## src/rtl/k_and_s_pkg.sv

```systemverilog
// Shared types for the K-and-S control path: decoded instruction set,
// controller states and ALU operation codes.
package k_and_s_pkg;

    typedef enum logic [3:0] {
        I_NOP,
        I_LOAD,
        I_STORE,
        I_MOVE,
        I_ADD,
        I_SUB,
        I_AND,
        I_OR,
        I_BRANCH,
        I_BZERO,
        I_BNZERO,
        I_BNEG,
        I_BNNEG,
        I_BOV,
        I_BNOV,
        I_HALT
    } decoded_instruction_type;

    typedef enum logic [3:0] {
        ST_FETCH,
        ST_LOAD_IR,
        ST_DECODE,
        ST_EXEC_ALU,
        ST_MEM_LOAD,
        ST_MEM_STORE,
        ST_BRANCH_TAKEN,
        ST_HALTED,
        ST_FAULT
    } state_t;

    localparam logic [1:0] OP_OR  = 2'b00;
    localparam logic [1:0] OP_ADD = 2'b01;
    localparam logic [1:0] OP_SUB = 2'b10;
    localparam logic [1:0] OP_AND = 2'b11;

    // MOVE passes its operand through the OR path, so it shares OP_OR.
    function automatic logic [1:0] alu_op(input decoded_instruction_type instr);
        logic [1:0] op;
        case (instr)
            I_ADD:   op = OP_ADD;
            I_SUB:   op = OP_SUB;
            I_AND:   op = OP_AND;
            default: op = OP_OR;
        endcase
        return op;
    endfunction

    function automatic logic is_mem_wait_state(input state_t s);
        return (s == ST_FETCH) || (s == ST_MEM_LOAD) || (s == ST_MEM_STORE);
    endfunction

endpackage

```

## src/rtl/ks_wait_timer.sv

```systemverilog
// Memory-wait cycle counter; flags the last permitted wait cycle so the
// controller can abandon a stuck access.
module ks_wait_timer #(
    parameter int TIMEOUT = 15
) (
    input  logic clk,
    input  logic rst_n,
    input  logic clr,
    input  logic tick,
    output logic expired
);

    localparam logic [7:0] LIMIT = (TIMEOUT == 0) ? 8'd0 : 8'(TIMEOUT - 1);

    logic [7:0] count_q;
    logic [7:0] count_d;

    // Saturate rather than wrap so a disabled timeout never aliases back to zero.
    always_comb begin
        count_d = count_q;
        if (clr) begin
            count_d = 8'd0;
        end else if (tick && (count_q != 8'hFF)) begin
            count_d = count_q + 8'd1;
        end
    end

    always_ff @(posedge clk or negedge rst_n) begin
        if (!rst_n) begin
            count_q <= 8'd0;
        end else begin
            count_q <= count_d;
        end
    end

    assign expired = (TIMEOUT != 0) && (count_q == LIMIT);

endmodule

```

## src/rtl/ks_ctrl_fsm.sv

```systemverilog
// Multi-cycle controller for the K-and-S core: fetch/decode/execute
// sequencing, memory handshakes with timeout, and a retired-instruction count.
module ks_ctrl_fsm
    import k_and_s_pkg::*;
#(
    parameter int OV_SEL  = 0,
    parameter int TIMEOUT = 15,
    parameter int CNT_W   = 16
) (
    input  logic                    clk,
    input  logic                    rst_n,
    input  decoded_instruction_type decoded_instruction,
    input  logic                    zero_op,
    input  logic                    neg_op,
    input  logic                    unsigned_overflow,
    input  logic                    signed_overflow,
    input  logic                    mem_ready,
    output logic                    mem_req,
    output logic                    branch,
    output logic                    pc_enable,
    output logic                    ir_enable,
    output logic                    write_reg_enable,
    output logic                    addr_sel,
    output logic                    c_sel,
    output logic                    flags_reg_enable,
    output logic                    ram_write_enable,
    output logic [1:0]              operation,
    output logic                    halt,
    output logic                    fault,
    output logic [CNT_W-1:0]        instr_count
);

    state_t           state_q;
    state_t           state_d;
    logic [CNT_W-1:0] count_q;
    logic [CNT_W-1:0] count_d;
    logic             ov;
    logic             waitTick;
    logic             waitClr;
    logic             waitExpired;

    assign ov = (OV_SEL != 0) ? signed_overflow : unsigned_overflow;

    // Counter restarts whenever a memory-waiting state is freshly entered.
    assign waitTick = is_mem_wait_state(state_q) && !mem_ready;
    assign waitClr  = is_mem_wait_state(state_d) && (state_d != state_q);

    ks_wait_timer #(
        .TIMEOUT (TIMEOUT)
    ) u_wait_timer (
        .clk     (clk),
        .rst_n   (rst_n),
        .clr     (waitClr),
        .tick    (waitTick),
        .expired (waitExpired)
    );

    always_comb begin
        state_d          = state_q;
        mem_req          = 1'b0;
        branch           = 1'b0;
        pc_enable        = 1'b0;
        ir_enable        = 1'b0;
        write_reg_enable = 1'b0;
        addr_sel         = 1'b0;
        c_sel            = 1'b0;
        flags_reg_enable = 1'b0;
        ram_write_enable = 1'b0;
        operation        = OP_OR;
        halt             = 1'b0;
        fault            = 1'b0;
        case (state_q)
            ST_FETCH: begin
                mem_req = 1'b1;
                if (mem_ready)        state_d = ST_LOAD_IR;
                else if (waitExpired) state_d = ST_FAULT;
            end
            ST_LOAD_IR: begin
                ir_enable = 1'b1;
                pc_enable = 1'b1;
                state_d   = ST_DECODE;
            end
            ST_DECODE: begin
                case (decoded_instruction)
                    I_HALT:   state_d = ST_HALTED;
                    I_LOAD:   state_d = ST_MEM_LOAD;
                    I_STORE:  state_d = ST_MEM_STORE;
                    I_MOVE, I_ADD, I_SUB, I_AND, I_OR:
                              state_d = ST_EXEC_ALU;
                    I_BRANCH: state_d = ST_BRANCH_TAKEN;
                    I_BZERO:  state_d = zero_op  ? ST_BRANCH_TAKEN : ST_FETCH;
                    I_BNZERO: state_d = !zero_op ? ST_BRANCH_TAKEN : ST_FETCH;
                    I_BNEG:   state_d = neg_op   ? ST_BRANCH_TAKEN : ST_FETCH;
                    I_BNNEG:  state_d = !neg_op  ? ST_BRANCH_TAKEN : ST_FETCH;
                    I_BOV:    state_d = ov       ? ST_BRANCH_TAKEN : ST_FETCH;
                    I_BNOV:   state_d = !ov      ? ST_BRANCH_TAKEN : ST_FETCH;
                    default:  state_d = ST_FETCH;
                endcase
            end
            ST_EXEC_ALU: begin
                write_reg_enable = 1'b1;
                c_sel            = 1'b1;
                operation        = alu_op(decoded_instruction);
                flags_reg_enable = (decoded_instruction != I_MOVE);
                state_d          = ST_FETCH;
            end
            ST_MEM_LOAD: begin
                mem_req  = 1'b1;
                addr_sel = 1'b1;
                if (mem_ready) begin
                    write_reg_enable = 1'b1;
                    state_d          = ST_FETCH;
                end else if (waitExpired) begin
                    state_d = ST_FAULT;
                end
            end
            ST_MEM_STORE: begin
                mem_req          = 1'b1;
                addr_sel         = 1'b1;
                ram_write_enable = 1'b1;
                if (mem_ready)        state_d = ST_FETCH;
                else if (waitExpired) state_d = ST_FAULT;
            end
            ST_BRANCH_TAKEN: begin
                branch    = 1'b1;
                pc_enable = 1'b1;
                state_d   = ST_FETCH;
            end
            ST_HALTED: begin
                halt = 1'b1;
            end
            ST_FAULT: begin
                halt  = 1'b1;
                fault = 1'b1;
            end
            default: state_d = ST_FETCH;
        endcase
    end

    // One retirement per DECODE cycle, pinned at all-ones once full.
    always_comb begin
        count_d = count_q;
        if ((state_q == ST_DECODE) && (count_q != {CNT_W{1'b1}})) begin
            count_d = count_q + {{(CNT_W-1){1'b0}}, 1'b1};
        end
    end

    always_ff @(posedge clk or negedge rst_n) begin
        if (!rst_n) begin
            state_q <= ST_FETCH;
            count_q <= '0;
        end else begin
            state_q <= state_d;
            count_q <= count_d;
        end
    end

    assign instr_count = count_q;

endmodule

```

## config.mk

```make
export PLATFORM = sky130hd
export DESIGN_NAME = ks_ctrl_fsm
export DESIGN_NICKNAME = d
export VERILOG_FILES = /design/src/rtl/k_and_s_pkg.sv /design/src/rtl/ks_wait_timer.sv /design/src/rtl/ks_ctrl_fsm.sv
export SDC_FILE = /design/constraint.sdc
export NUM_CORES = 1
export LEC_CHECK = 0
export CORE_MARGIN = 2
export CORE_UTILIZATION = 38
export CTS_CLUSTER_DIAMETER = 30
export DETAILED_ROUTE_END_ITERATION = 16
export PLACE_DENSITY = 0.69
export SYNTH_ARGS = -nofsm -noshare
export SYNTH_HDL_FRONTEND = slang
export SYNTH_SLANG_ARGS = --single-unit
export TNS_END_PERCENT = 1
```

## constraint.sdc

```tcl
create_clock -name clk -period 2.84 [get_ports clk]
set_input_delay 0.568 -clock clk [delete_from_list [all_inputs] [get_ports clk]]
set_output_delay 0.568 -clock clk [all_outputs]
set_load 0.01 [all_outputs]
```

==> qor.txt, run 1 <==
Worst slew pin tran - 0.641 ns
CP Class - reg -> out
Synthesized area - 1890 sq um
CP max FO - 11
Die ar. - 5550 sq um
Max-cap viol count - 0
Async set or reset register ratio after synthesis - 100%
Post_cts resized - 0
Cts hold-fix bufs - 0
Post-DP HPWL - 3110 microns
Yosys warns - 0
Remaining global-route overflow - 0
I/O pins - 40
Critical path's slowest cell - dfrtp_1
Final Net Count - 262
Synth cell types - 61
First-pass GRT wire length - 6890 microns
CP Buf/Inv Count - 1
Core Rows - 25
Critical Path End Type - primary output
Initial antenna violation count - 0
Worst rel slew slack - 56.9%
Vias in the first global route - 1570
Number of CTS-inserted buffers - 3
Placer Congestion - 0.769
Post-synth EDFFs - 0
Top area cells in the synthesized netlist - dfrtp_1, xor2_1, nor2_1
CP peak stage delay - 0.61 ns
Design area - 2410 sq um
Critical path cell sequence - nand2_1 > nor2_1 > nand2_1 > nor3_1 > clkdlybuf4s50_1
Crit path DAT - 2.08 ns
Diodes inserted - 0
Initial Util - 39.7%
Critical path required time - 2.27 ns
Area Overhead vs Synth - 27.8%
Die Wd - 74.5 microns
Max frequency - 378 MHz
Wirelength per Cell - 13.3 microns
Setup bufs post-CTS - 0
Final setup fails - 0
Buffer depth of the longest clock path - 2
IO Port Bufs - 38
Core area - 4750 sq um
Placement-stage cell area - 2370 sq um
Die height - 74.5 microns
DR vias - 1639
TritonCTS Sinks - 28
H-tree Lvls - 1
Clock insertion delay at the later pin of the skew report - 0.27 ns
Routed Antenna Nets - 0
DRC - 0
Fin. Hold Viols - 0
Startpoint types - register
Most common cell in the netlist - dfrtp_1
Cell count after synthesis - 206
Post-route minimum period - 2.64 ns
Via density - 5.24
VDD IR-drop max - 0.000391 V
First drt pass iteration count - 4
Syn Nets - 220
Max Slew Vio Count - 0
Drt first-iter violations - 53
Yosys reg bits - 28
Top-area cell type share of the netlist area - 37.1%
Layout cells sized above 1 - 13.0%
Clk root buf - clkbuf_8
Clock tree from TritonCTS - done
Unrepaired setup endpoints after global routing - no
Setup TNS - 0 ns
Most frequent cells after synthesis - dfrtp_1, nor2_1, inv_1, nand2_1, a21oi_1
CP delay by family, top - simple AND/OR/NAND/NOR gates
Period utilization - 93.1%
Clock skew - 0.00263 ns
Avg Inst Size Synth - 9.16 sq um
CP most frequent cell - nand2_1
GRT Total Usage - 15.5%
Outcome - complete, no violations
Main synth FF type - dfrtp_1
PwrDens - 680 nW/um^2
Biggest area consumer among synthesized cells - dfrtp_1
Leak Pwr - 0.979 nW
Post-synthesis sequential area ratio - 37.1%
Worst-path clk slew - 0.09 ns
Largest net degree at the start of global routing - 29
Hold crit path type - reg -> reg
Routed Wire Length - 4170 microns
[routing by layer]
layer | vias to the layer above | GRT usage (%) | share of wire (%)
li1 | 820 | - | -
met1 | 785 | 20.0 | 47
met5 | - | 0 | 0
met3 | 2 | 1.49 | 3.1
met4 | 0 | 4.17 | 0.65
met2 | 32 | 27.8 | 49
[cell type report]
cell class / instances / area (sq um)
clock buffer: 3 / 41.3
multi-input combinational: 154 / 1080
timing repair buffer: 48 / 455
tap: 67 / 83.8
fill: 467 / 2340
inverter: 13 / 48.8
sequential: 28 / 701
[where the power goes]
part | switching [mW] | leakage (nW) | internal (mW)
Clock | 0.117 | 0.0216 | 0.0951
Combinational | 0.442 | 0.580 | 0.411
Sequential | 0.103 | 0.377 | 0.473
[state kept, by name, summed over array words and instances, names as in the netlist]
register / count
u_wait_timer.count_q: 8
state_q: 4
instr_count: 16
[kinds of logic (layout without fill, tap and decap cells)]
kind of cell    after synthesis  after routing  share of synthesized area, %
xor+xnor                     19             19                          8.82
simple gates                 90             90                          28.9
compound gates               39             39                          15.9
flops                        28             28                          37.1
fa+ha+maj                     3              3                          1.99
mux                           3              3                          1.72
buf+inv                      24             64                          5.57
[metrics by stage]
| stage | worst slack (ns) | power [mW] | utilization [%] | cells | hold slack (ns) |
|---|---|---|---|---|---|
| finish | 0.197 | 1.64 | 50.7 | 313 | 0.518 |
| global route | 0.000835 | 1.77 | 50.7 | 313 | 0.537 |
| CTS | 0.183 | 1.66 | 50.7 | 313 | 0.521 |
| floorplan | 0.874 | 1.13 | - | 206 | 0.272 |
| global placement | 0.243 | 1.42 | 49.8 | 310 | 0.483 |
| detailed placement | 0.212 | 1.45 | 49.8 | 310 | 0.505 |
[placed cells by master (no fill, tap or decap), types with 2 or more instances in the layout]
cell,instances
nand2_1,13
buf_4,10
o21ai_0,6
xnor2_1,8
nand4_1,6
clkbuf_8,3
nand2b_1,3
nand3_1,11
nor3_1,8
dfrtp_1,28
nor4_2,2
a31oi_1,3
ha_1,3
nor2b_1,2
and3_1,2
nand3b_1,2
xor2_1,11
clkdlybuf4s50_1,38
nor2_1,20
nor4_1,2
or3_1,2
inv_1,13
o2111ai_1,2
a21oi_1,12
[path summary, 6_finish.rpt]
kind,to,cells past startpoint,slack (ns),startpoint
min reg2reg,instr_count[7]$_DFFE_PN0P_,1,0.52,instr_count[7]$_DFFE_PN0P_
min,instr_count[7]$_DFFE_PN0P_,1,0.52,instr_count[7]$_DFFE_PN0P_
max reg2reg,instr_count[7]$_DFFE_PN0P_,6,0.81,state_q[0]$_DFF_PN0_
max in group asynchronous,instr_count[0]$_DFFE_PN0P_,2,1.91,rst_n
max,operation[1],5,0.20,state_q[0]$_DFF_PN0_
min in group asynchronous,instr_count[7]$_DFFE_PN0P_,2,0.67,rst_n
(Power assumes the default switching activity.)
==> run 2: changes to the inputs <==
Settings changed: CORE_ASPECT_RATIO set to 0.7.
==> qor.txt, run 2 (synthesized netlist as in run 1, its figures left out) <==
Commonest non-fill, non-tap cell in the layout - clkdlybuf4s50_1
CP startpoint - state_q[0]$_DFF_PN0_
Critical path required time - 2.27 ns (about the same)
Unrepaired setup endpoints after global routing - no
TritonCTS Sinks - 28 (unchanged)
Leak Pwr - 0.983 nW (+0.37%)
Final setup fails - 0 (unchanged)
Worst r2r path cells - 5 (-1)
Critical Path End Type - primary output
Largest net degree at the start of global routing - 29 (unchanged)
Worst Hold Path EP - instr_count[15]$_DFFE_PN0P_
Die ar. - 5550 sq um (+0.16%)
DR vias - 1597 (-2.6%)
FF-to-FF End - instr_count[5]$_DFFE_PN0P_
DRC - 0 (unchanged)
Worst-path clk slew - 0.10 ns (about the same)
Crit path DAT - 2.05 ns (-0.03 ns)
CP Class - reg -> out
Initial antenna violation count - 0 (unchanged)
Area Overhead vs Synth - 28.7%
First-pass GRT wire length - 6490 microns (-5.7%)
Startpoint types - register
Number of CTS-inserted buffers - 3 (unchanged)
Clk root buf - clkbuf_8
I/O pins - 40 (unchanged)
IO Port Bufs - 38 (unchanged)
Cts hold-fix bufs - 0 (unchanged)
Most frequent cells in the layout - clkdlybuf4s50_1, dfrtp_1, nor2_1, inv_1, nand2_1
Post-DP HPWL - 2950 microns (-5.1%)
Period utilization - 92.1% (-0.97 points)
Max-cap viol count - 0 (unchanged)
Hold Path Cell Cnt - 1 (unchanged)
Fin. Hold Viols - 0 (unchanged)
Max reg flops - 16 (unchanged)
Post-layout util - 50.8% (+0.074 points)
Hold crit path type - reg -> reg
Placer Congestion - 0.804 (+4.6%)
Die Wd - 88.2 microns (+18%)
First drt pass iteration count - 4 (unchanged)
Remaining global-route overflow - 0 (unchanged)
Worst rel slew slack - 57.8% (+0.98 points)
Max frequency - 382 MHz (+1.1%)
Worst flop-to-flop path startpoint - state_q[0]$_DFF_PN0_
Setup bufs post-CTS - 0 (unchanged)
Drt first-iter violations - 79 (+49%)
Clock insertion delay at the later pin of the skew report - 0.28 ns (about the same)
PwrDens - 704 nW/um^2 (+3.4%)
Core Rows - 21 (-16%)
Max Slew Vio Count - 0 (unchanged)
Buffer depth of the longest clock path - 2 (unchanged)
Outcome - complete, no violations
Clock tree from TritonCTS - done
Post-route minimum period - 2.62 ns (-0.0276 ns)
Core area - 4780 sq um (+0.58%)
CP max FO - 11 (unchanged)
Layout cells sized above 1 - 12.7% (-0.36 points)
Vias in the first global route - 1449 (-7.7%)
Routed Antenna Nets - 0 (unchanged)
R2R Setup Slk - 0.78 ns (-0.03 ns)
VDD IR-drop max - 0.000251 V (-36%)
Via density - 5.09 (-2.9%)
Routed Wire Length - 3900 microns (-6.4%)
H-tree Lvls - 1 (unchanged)
Hold Path Origin - instr_count[15]$_DFFE_PN0P_
Post_cts resized - 0 (unchanged)
Initial Util - 39.5% (-0.23 points)
Clock skew - 0.0102 ns (+0.00761 ns)
Wirelength per Cell - 12.4 microns (-6.7%)
Setup TNS - 0 ns (unchanged)
GRT Total Usage - 14.4% (-1.2 points)
Final Net Count - 260 (-0.76%)
Worst slew pin tran - 0.623 ns (-0.0176 ns)
Diodes inserted - 0 (unchanged)
Die height - 63.0 microns (-15%)
## run 2: cell count changes in the layout (fill, tap and decap cells not counted), sizes merged
cell and delta:
buf -2, bufinv +1
## run 2: where the power goes
group | internal, mW | switching, mW | total [mW]
combinational | 0.394 | 0.430 | 0.824
sequential | 0.473 | 0.103 | 0.575
clock | 0.189 | 0.121 | 0.309
total | 1.06 | 0.654 | 1.71
## run 2: per-layer routing
metal / share of wire, % / routed length, microns / track usage (%) / vias to the layer above
li1: - / - / - / 822
met1: 54 / 2110 / 21.7 / 750
met2: 42 / 1630 / 20.6 / 23
met3: 3.8 / 147 / 3.83 / 2
met4: 0.28 / 11 / 2.65 / 0
met5: 0 / 0 / 0 / -
## run 2: worst max-delay path, stage by stage, from the launching register on
cell and delay [ns]:
dfrtp_1 0.59, nand2_1 0.20, nor2_1 0.17, nand2_1 0.08, nor3_1 0.17, clkdlybuf4s50_1 0.57
## run 2: metrics by stage
stage	power [mW]	hold WS, ns	area [sq um]	worst slack, ns	instances
6_report	1.71	0.506	2430	0.224	314
5_1_grt	1.83	0.529	2430	0.0411	314
4_1_cts	1.73	0.509	2430	0.198	314
3_5_place_dp	1.41	0.492	2360	0.201	310
3_3_place_gp	1.40	0.495	2360	0.234	310
2_1_floorplan	1.13	0.272	1890	0.874	206
## run 2: layout make-up
type                    instances  area, sq um
well taps                      69         86.3
inverters                      13         48.8
repair buffers                 46          440
clock inverters                 1         30.0
fillers                       450         2350
clock buffers                   3         41.3
multi-input cells             154         1080
flip-flops and latches         28          701
## run 2: how the worst max path moves through the flow
stage	end	slack (ns)	depth (start not counted)
finish	operation[1]	0.22	5
global route	operation[1]	0.04	5
CTS	operation[1]	0.20	5
detailed placement	u_wait_timer.count_q[6]$_DFFE_PN0P_	0.20	6
global placement	u_wait_timer.count_q[6]$_DFFE_PN0P_	0.23	6
floorplan	u_wait_timer.count_q[6]$_DFFE_PN0P_	0.87	6
==> run 3: changes to the inputs <==
Settings changed: CTS_CLUSTER_DIAMETER 30 to 50.
==> results of run 3 <==
The final DEF is identical to that of run 2; final timing and power are the same.
